--- src/rtl/if_fetch_ctrl.sv ---
// Instruction-fetch control: owns the PC, issues one request at a time on the
// req/addr_ok/data_ok instruction-memory interface, buffers a returned word
// while ID is stalled, and applies the single-delay-slot branch redirect.
//
// Handshake: a request is transferred on the cycle inst_req && inst_addr_ok;
// inst_req/inst_addr stay stable until then. A response is transferred on any
// cycle inst_data_ok is high while a request is outstanding (WAIT); data_ok
// seen in any other state is ignored. Only one request is ever outstanding.
module if_fetch_ctrl #(
  parameter logic [31:0] RESET_PC = 32'hBFC0_0000,
  parameter int          STALL_W  = 6
) (
  input  logic               clk,
  input  logic               rst,
  input  logic [STALL_W-1:0] stall,
  input  logic [32:0]        br_bus,
  output logic               inst_req,
  output logic [31:0]        inst_addr,
  input  logic               inst_addr_ok,
  input  logic               inst_data_ok,
  input  logic [31:0]        inst_rdata,
  output logic [32:0]        if_to_id_bus,
  output logic [31:0]        if_inst
);

  typedef enum logic [1:0] {
    S_IDLE = 2'd0,
    S_REQ  = 2'd1,
    S_WAIT = 2'd2,
    S_HOLD = 2'd3
  } state_e;

  state_e      state_q, state_d;
  logic [31:0] fetch_pc_q, fetch_pc_d;
  logic [31:0] last_pc_q, last_pc_d;
  logic [31:0] buf_q, buf_d;
  logic [31:0] buf_pc_q, buf_pc_d;
  logic        buf_valid_q, buf_valid_d;
  logic        br_pend_q, br_pend_d;
  logic [31:0] br_tgt_q, br_tgt_d;
  logic [31:0] ds_pc_q, ds_pc_d;
  logic        id_ce_q, id_ce_d;
  logic [31:0] id_pc_q, id_pc_d;
  logic [31:0] id_inst_q, id_inst_d;

  // Stall bits above EX belong to later stages and do not affect fetch.
  logic unused_stall_hi;
  assign unused_stall_hi = |stall[STALL_W-1:3];

  logic        stall_if, stall_id, stall_ex;
  logic        br_e;
  logic [31:0] br_addr;
  assign stall_if = stall[0];
  assign stall_id = stall[1];
  assign stall_ex = stall[2];
  assign br_e     = br_bus[32];
  assign br_addr  = br_bus[31:0];

  // Request outputs come straight from the FSM state and the fetch PC.
  assign inst_req     = (state_q == S_REQ);
  assign inst_addr    = (state_q == S_REQ) ? fetch_pc_q : 32'd0;
  assign if_to_id_bus = {id_ce_q, id_pc_q};
  assign if_inst      = id_inst_q;

  logic        br_capture;
  logic        pend_eff;
  logic [31:0] tgt_eff;
  logic [31:0] ds_eff;
  logic        redirect;
  logic [31:0] next_pc;
  logic        data_take;
  logic        buf_valid_now;
  logic [31:0] buf_now;
  logic [31:0] buf_pc_now;

  // Next-state logic: FSM, next-PC with same-cycle branch capture, buffer, ID register.
  always_comb begin
    state_d     = state_q;
    fetch_pc_d  = fetch_pc_q;
    last_pc_d   = last_pc_q;
    buf_d       = buf_q;
    buf_pc_d    = buf_pc_q;
    buf_valid_d = buf_valid_q;
    br_pend_d   = br_pend_q;
    br_tgt_d    = br_tgt_q;
    ds_pc_d     = ds_pc_q;
    id_ce_d     = id_ce_q;
    id_pc_d     = id_pc_q;
    id_inst_d   = id_inst_q;

    // A branch is taken into account exactly once: when it leaves ID.
    br_capture = id_ce_q && br_e && !stall_ex;
    pend_eff   = br_capture || br_pend_q;
    tgt_eff    = br_capture ? br_addr : br_tgt_q;
    ds_eff     = br_capture ? (id_pc_q + 32'd4) : ds_pc_q;
    br_pend_d  = pend_eff;
    br_tgt_d   = tgt_eff;
    ds_pc_d    = ds_eff;

    // Once the delay slot has been fetched, the next fetch goes to the target.
    redirect = pend_eff && (last_pc_q == ds_eff);
    next_pc  = redirect ? tgt_eff : (last_pc_q + 32'd4);

    // A response arriving this cycle is visible to the ID load (bypass).
    data_take     = (state_q == S_WAIT) && inst_data_ok;
    buf_valid_now = buf_valid_q || data_take;
    buf_now       = data_take ? inst_rdata : buf_q;
    buf_pc_now    = data_take ? last_pc_q : buf_pc_q;
    buf_valid_d   = buf_valid_now;
    buf_d         = buf_now;
    buf_pc_d      = buf_pc_now;

    case (state_q)
      S_IDLE: state_d = S_REQ;
      S_REQ: begin
        if (inst_addr_ok) begin
          state_d   = S_WAIT;
          last_pc_d = fetch_pc_q;
        end
      end
      S_WAIT: begin
        if (inst_data_ok) begin
          if (!stall_if) begin
            fetch_pc_d = next_pc;
            state_d    = S_REQ;
            if (redirect) br_pend_d = 1'b0;
          end else begin
            state_d = S_HOLD;
          end
        end
      end
      S_HOLD: begin
        if (!stall_if && !buf_valid_q) begin
          fetch_pc_d = next_pc;
          state_d    = S_REQ;
          if (redirect) br_pend_d = 1'b0;
        end
      end
      default: state_d = S_IDLE;
    endcase

    // ID register: bubble when ID stalls but EX moves on, hold when both stall.
    if (stall_id && !stall_ex) begin
      id_ce_d   = 1'b0;
      id_pc_d   = 32'd0;
      id_inst_d = 32'd0;
    end else if (stall_id) begin
      id_ce_d   = id_ce_q;
      id_pc_d   = id_pc_q;
      id_inst_d = id_inst_q;
    end else if (buf_valid_now) begin
      id_ce_d     = 1'b1;
      id_pc_d     = buf_pc_now;
      id_inst_d   = buf_now;
      buf_valid_d = 1'b0;
    end else begin
      id_ce_d   = 1'b0;
      id_pc_d   = 32'd0;
      id_inst_d = 32'd0;
    end
  end

  // State registers with synchronous reset.
  always_ff @(posedge clk) begin
    if (rst) begin
      state_q     <= S_IDLE;
      fetch_pc_q  <= RESET_PC;
      last_pc_q   <= 32'd0;
      buf_q       <= 32'd0;
      buf_pc_q    <= 32'd0;
      buf_valid_q <= 1'b0;
      br_pend_q   <= 1'b0;
      br_tgt_q    <= 32'd0;
      ds_pc_q     <= 32'd0;
      id_ce_q     <= 1'b0;
      id_pc_q     <= 32'd0;
      id_inst_q   <= 32'd0;
    end else begin
      state_q     <= state_d;
      fetch_pc_q  <= fetch_pc_d;
      last_pc_q   <= last_pc_d;
      buf_q       <= buf_d;
      buf_pc_q    <= buf_pc_d;
      buf_valid_q <= buf_valid_d;
      br_pend_q   <= br_pend_d;
      br_tgt_q    <= br_tgt_d;
      ds_pc_q     <= ds_pc_d;
      id_ce_q     <= id_ce_d;
      id_pc_q     <= id_pc_d;
      id_inst_q   <= id_inst_d;
    end
  end

endmodule

--- config.mk ---
export PLATFORM = sky130hd
export DESIGN_NAME = if_fetch_ctrl
export DESIGN_NICKNAME = d
export VERILOG_FILES = /design/src/rtl/if_fetch_ctrl.sv
export SDC_FILE = /design/constraint.sdc
export NUM_CORES = 1
export LEC_CHECK = 0
export CAP_MARGIN = 20
export CORE_MARGIN = 2
export CORE_UTILIZATION = 50
export DETAILED_ROUTE_END_ITERATION = 10
export GPL_ROUTABILITY_DRIVEN = 0
export HOLD_SLACK_MARGIN = 0.08
export PLACE_DENSITY_LB_ADDON = 0.25
export SYNTH_ARGS = -nofsm -noshare
export SYNTH_HDL_FRONTEND = slang
export SYNTH_SLANG_ARGS = --single-unit
--- constraint.sdc ---
create_clock -name clk -period 3.17 [get_ports clk]
set_input_delay 0.634 -clock clk [delete_from_list [all_inputs] [get_ports clk]]
set_output_delay 0.634 -clock clk [all_outputs]
set_load 0.01 [all_outputs]
==> impl_metrics.csv, run 1 <==
group,metric,value,unit
run_status,status,"finished clean",
logic_synthesis,synth_area_leaders,"dfxtp_1, a21oi_1, nand2_1, nor2_1, clkbuf_1",
logic_synthesis,seq_area_frac_synth,0.411,
hold_path,holdPathStages,2,
timing,grt_setup_unrepaired,"true",
place,dp_cells,2155,
power,total_power,7.67,mW
setup_path,path_cells,"nand4_1, buf_4, or3_4, nor4_4, buf_4, xnor2_1, o2111ai_1, a32o_2, or3_4, buf_6, nor4_1, a221o_1",
timing,holdWs,440,ps
floorplan,die_w,163,um
setup_path,rr_worst_depth,12,
setup_path,start_kind,"flop",
hold_path,holdPathEnd,"br_tgt_q[20]$_SDFF_PP0_",
floorplan,start_util,0.507,
timing,period_share,0.995,
setup_path,reg2reg_slack,20,ps
global_routing,antenna_found_initial,0,
routing,drc,0,
power,power_density,454,nW/um2
run,maxCapViolations,0,
timing,fmax,317,MHz
global_routing,grt.busiest_layer,"met2",
layout,drive_gt1_frac,0.154,
place,hpwlAfterDp,28600,um
hold_path,min_path_type,"input pin to flop",
timing,tightest_slew,977,ps
layout,n_fill_cell,2127,
routing,final_antenna_net_count,0,
power,ir_drop,0.341,mV
logic_synthesis,ys_ff_latch,261,
timing,finClkSkew,12.1,ps
logic_synthesis,synth-edff-count,0,
floorplan,io_pins,173,
cts,cts_hold_buffers,0,
cts,cts_buffer_depth,3,
logic_synthesis,syn_nets,1743,
setup_path,worstSetupPathType,"flop to flop",
logic_synthesis,synth_flop_cell,"dfxtp_1",
cts,clk_pin_slew,60,ps
logic_synthesis,synth_top_area_frac,0.411,
cts,cts_tree,"done",
setup_path,crit_path_end_kind,"flop",
global_routing,grt_overflow,0,
layout,syn_to_final_growth,32.7,%
floorplan,dieHeight,163,um
routing,wl_per_cell,18.6,um
setup_path,crit_arrival,3640,ps
global_routing,grt_pass1_wl,64000,um
timing,timing.final.crit_period,3150,ps
routing,drt_pass1_iterations,6,
setup_path,worst_ep_required_time,3660,ps
logic_synthesis,syn_avg_cell_area,7.65,um2
timing,hold_viol,0,
timing,relSlewSlack,0.349,
global_routing,grt_pass1_vias,12200,
routing,drt_iter0_drc,1307,
place,port_buffers,169,
logic_synthesis,synth.largest_area_cell,"dfxtp_1",
routing,drt_wl_total,41200,um
setup_path,slowest_stage,"or3_4",
timing,slew_violations,0,
setup_path,critPathMaxStageDelay,420,ps
routing,via_count,13100,
cts,htreeDepth,1,
timing,finalSetupViolCount,0,
global_routing,grt_util_met2,0.489,
logic_synthesis,async_flop_share,0,
power,p_leak,6.04,nW
cts,clk_latency,550,ps
cts,cts-buffers-inserted,28,
floorplan,row_count,58,
global_routing,grt_max_degree,132,
layout,diodes,0,
logic_synthesis,ys_warn_count,0,
cts,root_buffer,"clkbuf_16",
setup_path,reg2reg_to,"fetch_pc_q[4]$_SDFFE_PP0P_",
setup_path,reg2reg_from,"id_pc_q[6]$_SDFFE_PP0N_",
logic_synthesis,synth_cell_types,76,
global_routing,met3_usage,0.0587,
layout,nets,1949,
cts,cts_sinks,261,
setup_path,cp_max_fo,8,
logic_synthesis,syn-cell-area,12700,um2
layout,fin_cells,2217,
global_routing,grt_use_total,0.297,
logic_synthesis,netlist_instances,1662,
routing,viasPerCell,5.89,
floorplan,die-area,26700,um2
floorplan,fp.coreArea,25100,um2
hold_path,min-delay-start,"rst",
global_routing,use_met1,0.384,
how the worst max path moves through the flow:
stage                                        to  slack (ps)  depth (start not counted)                     from
floorplan           fetch_pc_q[11]$_SDFFE_PP0P_           6                         12  id_pc_q[3]$_SDFFE_PP0N_
global placement     fetch_pc_q[5]$_SDFFE_PP0P_        -490                         11                 stall[2]
global route         fetch_pc_q[6]$_SDFFE_PP0P_         -40                         12  id_pc_q[2]$_SDFFE_PP0N_
detailed placement   fetch_pc_q[6]$_SDFFE_PP0P_        -540                         12                 stall[2]
finish               fetch_pc_q[4]$_SDFFE_PP0P_          20                         12  id_pc_q[6]$_SDFFE_PP0N_
CTS                  fetch_pc_q[6]$_SDFFE_PP0P_         0.2                         11  id_pc_q[3]$_SDFFE_PP0N_
cell usage after synthesis, drive strengths merged (12+ instances only):
| cell type | instances |
|---|---|
| a211oi | 31 |
| a21oi | 240 |
| and2 | 48 |
| and4 | 14 |
| buf | 38 |
| clkbuf | 112 |
| dfxtp | 261 |
| inv | 33 |
| mux2i | 29 |
| nand2 | 319 |
| nand3 | 65 |
| nand4 | 19 |
| nor2 | 146 |
| nor3 | 34 |
| nor4 | 14 |
| o211ai | 12 |
| o21ai | 14 |
| o311ai | 15 |
| or3 | 25 |
| xnor2 | 41 |
| xor2 | 21 |
what timing repair did:
item / CTS / global route
endpoints found under the setup margin: 29 / 33
pin swaps: 7 / 22
resized for setup: 19 / 82
buffers inserted: 1 / 12
cell families after synthesis:
kind of cell / count (synthesis) / synth area share
AO/OA/AOI/OAI: 398 / 0.193
XOR/XNOR: 62 / 0.0433
adder cells (fa/ha/maj): 6 / 0.00590
buffers and inverters: 183 / 0.0578
flip-flops: 261 / 0.411
multiplexers: 30 / 0.0237
AND/OR/NAND/NOR: 722 / 0.266
layout make-up:
type / instances / area, um2 / area share
inverter: 33 / 124 / 0.00734
sequential: 261 / 5250 / 0.311
clock inverter: 9 / 148 / 0.00875
timing repair buffer: 326 / 2970 / 0.176
clock buffer: 40 / 837 / 0.0496
multi-input combinational: 1218 / 7140 / 0.423
tap: 330 / 413 / 0.0245
power by group:
group	leakage, nW	switching (mW)	internal (mW)
Sequential	2.11	0.0519	3.32
Combinational	3.44	0.454	0.356
Clock	0.485	1.34	2.14
metal layers:
metal	vias to the layer above	routed length, um
met5	-	0
met4	0	1900
met3	134	3390
met1	6136	17200
li1	6178	-
met2	617	18800
placed cells by master (no fill, tap or decap), types with 11 or more instances in the layout:
| cell | count |
|---|---|
| clkbuf_16 | 29 |
| nor3_1 | 31 |
| nand3_1 | 63 |
| dfxtp_1 | 246 |
| or3_1 | 20 |
| nand2_1 | 316 |
| buf_4 | 144 |
| clkdlybuf4s50_1 | 165 |
| xor2_1 | 20 |
| dfxtp_2 | 11 |
| and4_1 | 12 |
| mux2i_1 | 26 |
| and2_1 | 42 |
| o21ai_0 | 13 |
| xnor2_1 | 37 |
| a211oi_1 | 30 |
| nor2_1 | 145 |
| inv_1 | 33 |
| o211ai_1 | 12 |
| nand4_1 | 16 |
| a21oi_1 | 240 |
worst max-delay path, delay by kind of cell, from the launching register on:
kind	cells	cell delay [ps]
compound gates	3	630
xor+xnor	1	170
buf+inv	3	490
flops	1	370
simple gates	5	1430
per-stage QoR:
step / cell area, um2 / TNS (ps) / utilization / setup slack [ps]
global placement: 15400 / -14230 / 0.612 / -486
floorplan: 12700 / 0 / - / 6.17
CTS: 16400 / 0 / 0.655 / 0.173
finish: 16900 / 0 / 0.672 / 15.2
detailed placement: 15400 / -16300 / 0.612 / -538
global route: 16900 / -268 / 0.672 / -39.5
registers in the layout, summed over array words and instances, names as in the netlist:
signal,count
if_inst,32
buf_q,32
id_ce_q,1
ds_pc_q,32
state_q,2
last_pc_q,32
id_pc_q,32
br_tgt_q,32
buf_valid_q,1
buf_pc_q,32
br_pend_q,1
fetch_pc_q,32
No activity file was read; power rests on OpenSTA's default activity.
==> run 2, diff against run 1 <==
Settings changed: ABC_AREA set to 0, CTS_BUF_LIST set to sky130_fd_sc_hd__clkbuf_16, MAX_ROUTING_LAYER set to met4.
==> run 2 against run 1 <==
Against the previous run: global-route usage increased by 0.85 points; worst setup slack lost 9.8 ps; design area fell by 0.67%; total power fell by 2.3%; worst hold slack gained 4.8 ps; highest routed layer unchanged; maximum frequency down 0.31%; sequential cell count unchanged; clock skew hardly changed.
==> impl_metrics.csv, run 2 (same netlist as run 1, synthesis figures left out) <==
group,metric,value,unit
floorplan,start_util,0.507,
setup_path,start_kind,"flop",
timing,period_share,0.998,
global_routing,grt_max_degree,132,
setup_path,cp_max_fo,8,
timing,slew_violations,0,
floorplan,io_pins,173,
power,p_leak,5.99,nW
setup_path,reg2reg_to,"fetch_pc_q[6]$_SDFFE_PP0P_",
cts,clk_latency,550,ps
layout,ff_latch_area,5250,um2
layout,fin_cells,2214,
cts,cts_sinks,261,
timing,fin_ws,5.38,ps
setup_path,crit_path_end_kind,"flop",
setup_path,crit_arrival,3570,ps
layout,multi_input_area,7120,um2
place,pre_cts_ws,-538,ps
timing,finClkSkew,12.2,ps
setup_path,worst_ep_required_time,3580,ps
place,dp_cells,2155,
layout,final_common_cell,"nand2_1",
routing,drt_pass1_iterations,6,
cts,root_buffer,"clkbuf_16",
setup_path,endpoint,"fetch_pc_q[6]$_SDFFE_PP0P_",
setup_path,rr_worst_depth,12,
layout,syn_to_final_growth,31.8,%
global_routing,grt_overflow,0,
place,port_buffers,169,
layout,drive_gt1_frac,0.146,
timing,finalSetupViolCount,0,
global_routing,grt_pass1_wl,63900,um
layout,nets,1946,
setup_path,critical_path.startpoint,"id_pc_q[6]$_SDFFE_PP0N_",
timing,finalSetupTns,0,ps
timing,timing.final.crit_period,3160,ps
routing,drt_wl_total,41300,um
cts,cts_hold_buffers,0,
setup_path,reg2reg_slack,5,ps
hold_path,holdPathStages,2,
global_routing,grt_use_total,0.306,
setup_path,worstSetupPathType,"flop to flop",
timing,relSlewSlack,0.346,
place,dpl_cell_area,15400,um2
timing,holdWs,445,ps
cts,clk_pin_slew,60,ps
run_status,status,"finished clean",
global_routing,grt_pass1_vias,12200,
timing,grt_setup_unrepaired,"true",
cts,htreeDepth,1,
power,ir_drop,0.343,mV
layout,design_area,16800,um2
floorplan,fp.coreArea,25100,um2
place,hpwlAfterDp,28600,um
cts,cts_buffer_depth,3,
layout,diodes,0,
layout,n_fill_cell,2138,
floorplan,die_w,163,um
floorplan,dieHeight,163,um
timing,tightest_slew,980,ps
routing,viasPerCell,5.92,
routing,final_antenna_net_count,0,
timing,fmax,316,MHz
global_routing,antenna_found_initial,0,
run,maxCapViolations,0,
timing,hold_viol,0,
cts,cts_tree,"done",
cts,cts-buffers-inserted,28,
power,power_density,447,nW/um2
routing,wl_per_cell,18.7,um
hold_path,min_path_type,"input pin to flop",
routing,via_count,13100,
routing,drc,0,
routing,drt_iter0_drc,1299,
floorplan,die-area,26700,um2
floorplan,row_count,58,
layout,layout_common_cells,"nand2_1, dfxtp_1, a21oi_1, clkdlybuf4s50_1, nor2_1",
setup_path,reg2reg_from,"id_pc_q[6]$_SDFFE_PP0N_",
-- run 2: cell count changes in the layout (fill, tap and decap cells not counted), moves of 2 or more --
cell      before  now
clkinv_1       0    7
inv_1         33   37
nand3_2        0    3
buf_4        144  141
clkbuf_8       7    0
nand3_1       63   61
clkbuf_1       4    0
-- run 2: worst max-delay path, cell delays in order, from the launching register on --
cell	delay [ps]
dfxtp_2	370
nand4_1	190
buf_4	200
or3_4	420
nor4_4	160
buf_4	150
xnor2_1	180
o2111ai_1	150
a32o_1	330
or3_4	410
buf_6	150
o2111ai_2	200
o211ai_1	120
-- run 2: where the power goes --
group / switching, mW / internal (mW) / total, mW / leakage (nW)
Sequential: 0.0516 / 3.32 / 3.37 / 2.11
Combinational: 0.456 / 0.356 / 0.813 / 3.42
Clock: 1.34 / 1.96 / 3.30 / 0.462
-- run 2: final cells by class --
type                    count  share of cell area
inverters                  33             0.00739
clock inverters            20              0.0113
repair buffers            322               0.176
well taps                 330              0.0246
multi-input cells        1219               0.425
flip-flops and latches    261               0.313
clock buffers              29              0.0433
-- run 2: what timing repair did --
item                                   in CTS  in global routing
endpoints found under the hold margin       0                  0
buffers inserted                            1                  8
pin swaps                                   7                 19
setup endpoints to repair                  29                 33
gates resized for setup                    19                 72
cloned                                      0                  1
-- run 2: how the worst min path moves through the flow --
| stage | start | endpoint |
|---|---|---|
| floorplan | fetch_pc_q[18]$_SDFFE_PP0P_ | last_pc_q[18]$_SDFFE_PP0P_ |
| global placement | buf_q[22]$_SDFF_PP0_ | buf_q[22]$_SDFF_PP0_ |
| detailed placement | buf_pc_q[0]$_SDFF_PP0_ | buf_pc_q[0]$_SDFF_PP0_ |
| CTS | rst | br_tgt_q[4]$_SDFF_PP0_ |
| global route | rst | br_tgt_q[8]$_SDFF_PP0_ |
| finish | rst | br_tgt_q[20]$_SDFF_PP0_ |
-- run 2: stage by stage --
step	util	total power, mW
3_5_place_dp	0.612	4.18
3_3_place_gp	0.612	4.17
6_report	0.668	7.49
5_1_grt	0.668	7.70
2_1_floorplan	-	3.83
4_1_cts	0.652	7.45
-- run 2: routing by layer --
metal	GRT usage	routed length, um	vias up	share of wire
li1	-	-	6186	-
met1	0.385	16900	6113	0.41
met2	0.490	18900	677	0.46
met3	0.0549	3760	130	0.091
met4	0.117	1820	0	0.044
met5	-	0	-	0
==> run 3, diff against run 2 <==
Settings changed: CELL_PAD_IN_SITES_DETAIL_PLACEMENT set to 1, CELL_PAD_IN_SITES_GLOBAL_PLACEMENT set to 2, CORE_UTILIZATION 50 to 32, SLEW_MARGIN set to 15.
Clock period 3.17 ns to 2.99 ns, I/O delays scaled along.
==> run 3 against run 2 <==
Against the previous run: cell count increased by 13%; total power is 16% higher; non-clock buffer count grew 77; worst hold slack got worse by 65 ps; sequential share of layout area is 1.9 points lower; the run now ends with negative setup slack left; design area is 7.0% higher; via count increased by 0.82%.
==> impl_metrics.csv, run 3 (same netlist as run 1, synthesis figures left out) <==
group,metric,value,unit
routing,drt_iter0_drc,715,
floorplan,die-area,41400,um2
cts,cts_buffer_depth,3,
floorplan,row_count,73,
timing,fmax,316,MHz
power,power_density,484,nW/um2
setup_path,rr_worst_depth,12,
global_routing,grt_pass1_vias,13700,
floorplan,io_pins,173,
layout,layout_common_cells,"nand2_1, a21oi_1, dfxtp_1, buf_4, clkdlybuf4s50_1",
cts,root_buffer,"clkbuf_16",
power,switchingPower,2.25,mW
routing,drc,0,
routing,viasPerCell,5.29,
run_status,status,"complete, but fails checks",
timing,timing.final.crit_period,3160,ps
power,p_leak,6.54,nW
setup_path,start_kind,"flop",
hold_path,min_path_type,"input pin to flop",
global_routing,grt_pass1_wl,79900,um
cts,clk_pin_slew,60,ps
routing,final_antenna_net_count,0,
timing,relSlewSlack,0.463,
routing,top_layer_used,"met4",
cts,cts_sinks,261,
cts,clk_latency,550,ps
layout,syn_to_final_growth,41.0,%
power,ir_drop,0.371,mV
timing,hold_viol,0,
setup_path,crit_arrival,3660,ps
place,dpl_cell_area,16200,um2
layout,drive_gt1_frac,0.196,
power,total_power,8.68,mW
run_status,violations,"negative setup slack",
global_routing,grt_overflow,0,
global_routing,grt_max_degree,132,
cts,cts_tree,"done",
timing,finClkSkew,20.0,ps
timing,grt_setup_unrepaired,"true",
power,seqPwrFrac,0.411,
setup_path,reg2reg_to,"fetch_pc_q[25]$_SDFFE_PP1P_",
cts,htreeDepth,2,
setup_path,critical_path.startpoint,"id_pc_q[6]$_SDFFE_PP0N_",
setup_path,worst_ep_required_time,3490,ps
timing,finalSetupViolCount,32,
setup_path,crit_path_end_kind,"flop",
setup_path,reg2reg_from,"id_pc_q[6]$_SDFFE_PP0N_",
routing,via_count,13200,
timing,period_share,1.06,
power,p_int,6.44,mW
place,pre_cts_ws,-848,ps
layout,final_common_cell,"nand2_1",
setup_path,cp_max_fo,8,
layout,n_fill_cell,4790,
floorplan,dieHeight,203,um
routing,drt_wl_total,52000,um
power,clockPowerShare,0.482,
floorplan,start_util,0.322,
global_routing,grt_use_total,0.256,
cts,cts-buffers-inserted,35,
run,maxCapViolations,0,
routing,drt_pass1_iterations,5,
power,p_sw_frac,0.259,
setup_path,reg2reg_slack,-170,ps
place,hpwlAfterDp,37600,um
setup_path,worstSetupPathType,"flop to flop",
timing,slew_violations,0,
global_routing,antenna_found_initial,0,
routing,wl_per_cell,20.8,um
timing,tightest_slew,805,ps
power,combinationalPowerShare,0.107,
layout,design_area,17900,um2
timing,fin_ws,-174,ps
routing,routed-wl-met2,25300,um
routing,met3_length,2600,um
floorplan,die_w,203,um
place,port_buffers,169,
layout,nets,2030,
setup_path,endpoint,"fetch_pc_q[25]$_SDFFE_PP1P_",
routing,wl_met1,22500,um
cts,cts_hold_buffers,0,
layout,diodes,0,
floorplan,fp.coreArea,39500,um2
==> run 3: changes by cell type in the layout (fill, tap and decap cells not counted), moves of 4 or more <==
cell	delta
dfxtp_2	+5
dfxtp_1	-10
buf_4	+68
dfxtp_4	+5
xnor2_2	+5
inv_1	+7
clkbuf_16	+7
buf_6	+9
xnor2_1	-4
nor2_1	-4
==> run 3: per-layer routing <==
layer / vias up / global-route usage
met4: 0 / 0.0772
met5: - / -
met1: 6474 / 0.309
li1: 6336 / -
met3: 88 / 0.0492
met2: 315 / 0.433
==> run 3: worst min-delay path by stage <==
stage,depth (start not counted),end,slack [ps],from
after floorplan,2,last_pc_q[18]$_SDFFE_PP0P_,440,fetch_pc_q[18]$_SDFFE_PP0P_
after CTS,2,br_tgt_q[8]$_SDFF_PP0_,360,rst
after global placement,2,buf_q[15]$_SDFF_PP0_,440,buf_q[15]$_SDFF_PP0_
final,2,br_tgt_q[8]$_SDFF_PP0_,380,rst
after global routing,2,br_tgt_q[20]$_SDFF_PP0_,380,rst
after detailed placement,2,buf_pc_q[31]$_SDFF_PP0_,450,buf_pc_q[31]$_SDFF_PP0_
==> run 3: power groups by stage <==
stage | Clock, mW | Combinational (mW) | Sequential, mW
after floorplan | 0 | 0.438 | 3.62
after global placement | 0 | 0.835 | 3.65
after detailed placement | 0 | 0.844 | 3.65
after CTS | 4.28 | 0.894 | 3.57
after global routing | 4.43 | 0.993 | 3.57
final | 4.19 | 0.925 | 3.57
==> run 3: final cells by class <==
class / count / area, um2 / area share
inverter: 33 / 124 / 0.00691
sequential: 261 / 5280 / 0.294
tap: 525 / 657 / 0.0366
multi-input combinational: 1219 / 7200 / 0.402
clock buffer: 36 / 901 / 0.0502
timing repair buffer: 399 / 3550 / 0.198
clock inverter: 25 / 223 / 0.0124
==> run 3: metrics by stage <==
stage	util	hold WS (ps)	cells	TNS, ps
floorplan	-	436	1662	-111
global placement	0.412	442	2421	-23670
detailed placement	0.412	450	2421	-26390
CTS	0.449	363	2494	-622
global route	0.455	380	2498	-7080
finish	0.455	380	2498	-4010
==> run 3: what timing repair did <==
| item | in CTS | in global routing |
|---|---|---|
| pin swaps | 41 | 8 |
| gates cloned | 2 | 0 |
| resized for setup | 68 | 39 |
| setup buffers | 10 | 4 |
| endpoints found under the setup margin | 33 | 33 |
==> run 3: worst max-delay path: stages, from the launching register on <==
cell and delay [ps]:
dfxtp_4 380, nand4_1 170, buf_6 190, buf_6 110
nor4_4 230, xnor2_2 170, a311oi_2 380, o2111ai_2 200
a32o_2 330, or3_4 410, buf_8 160, o211ai_1 180
o311a_1 190
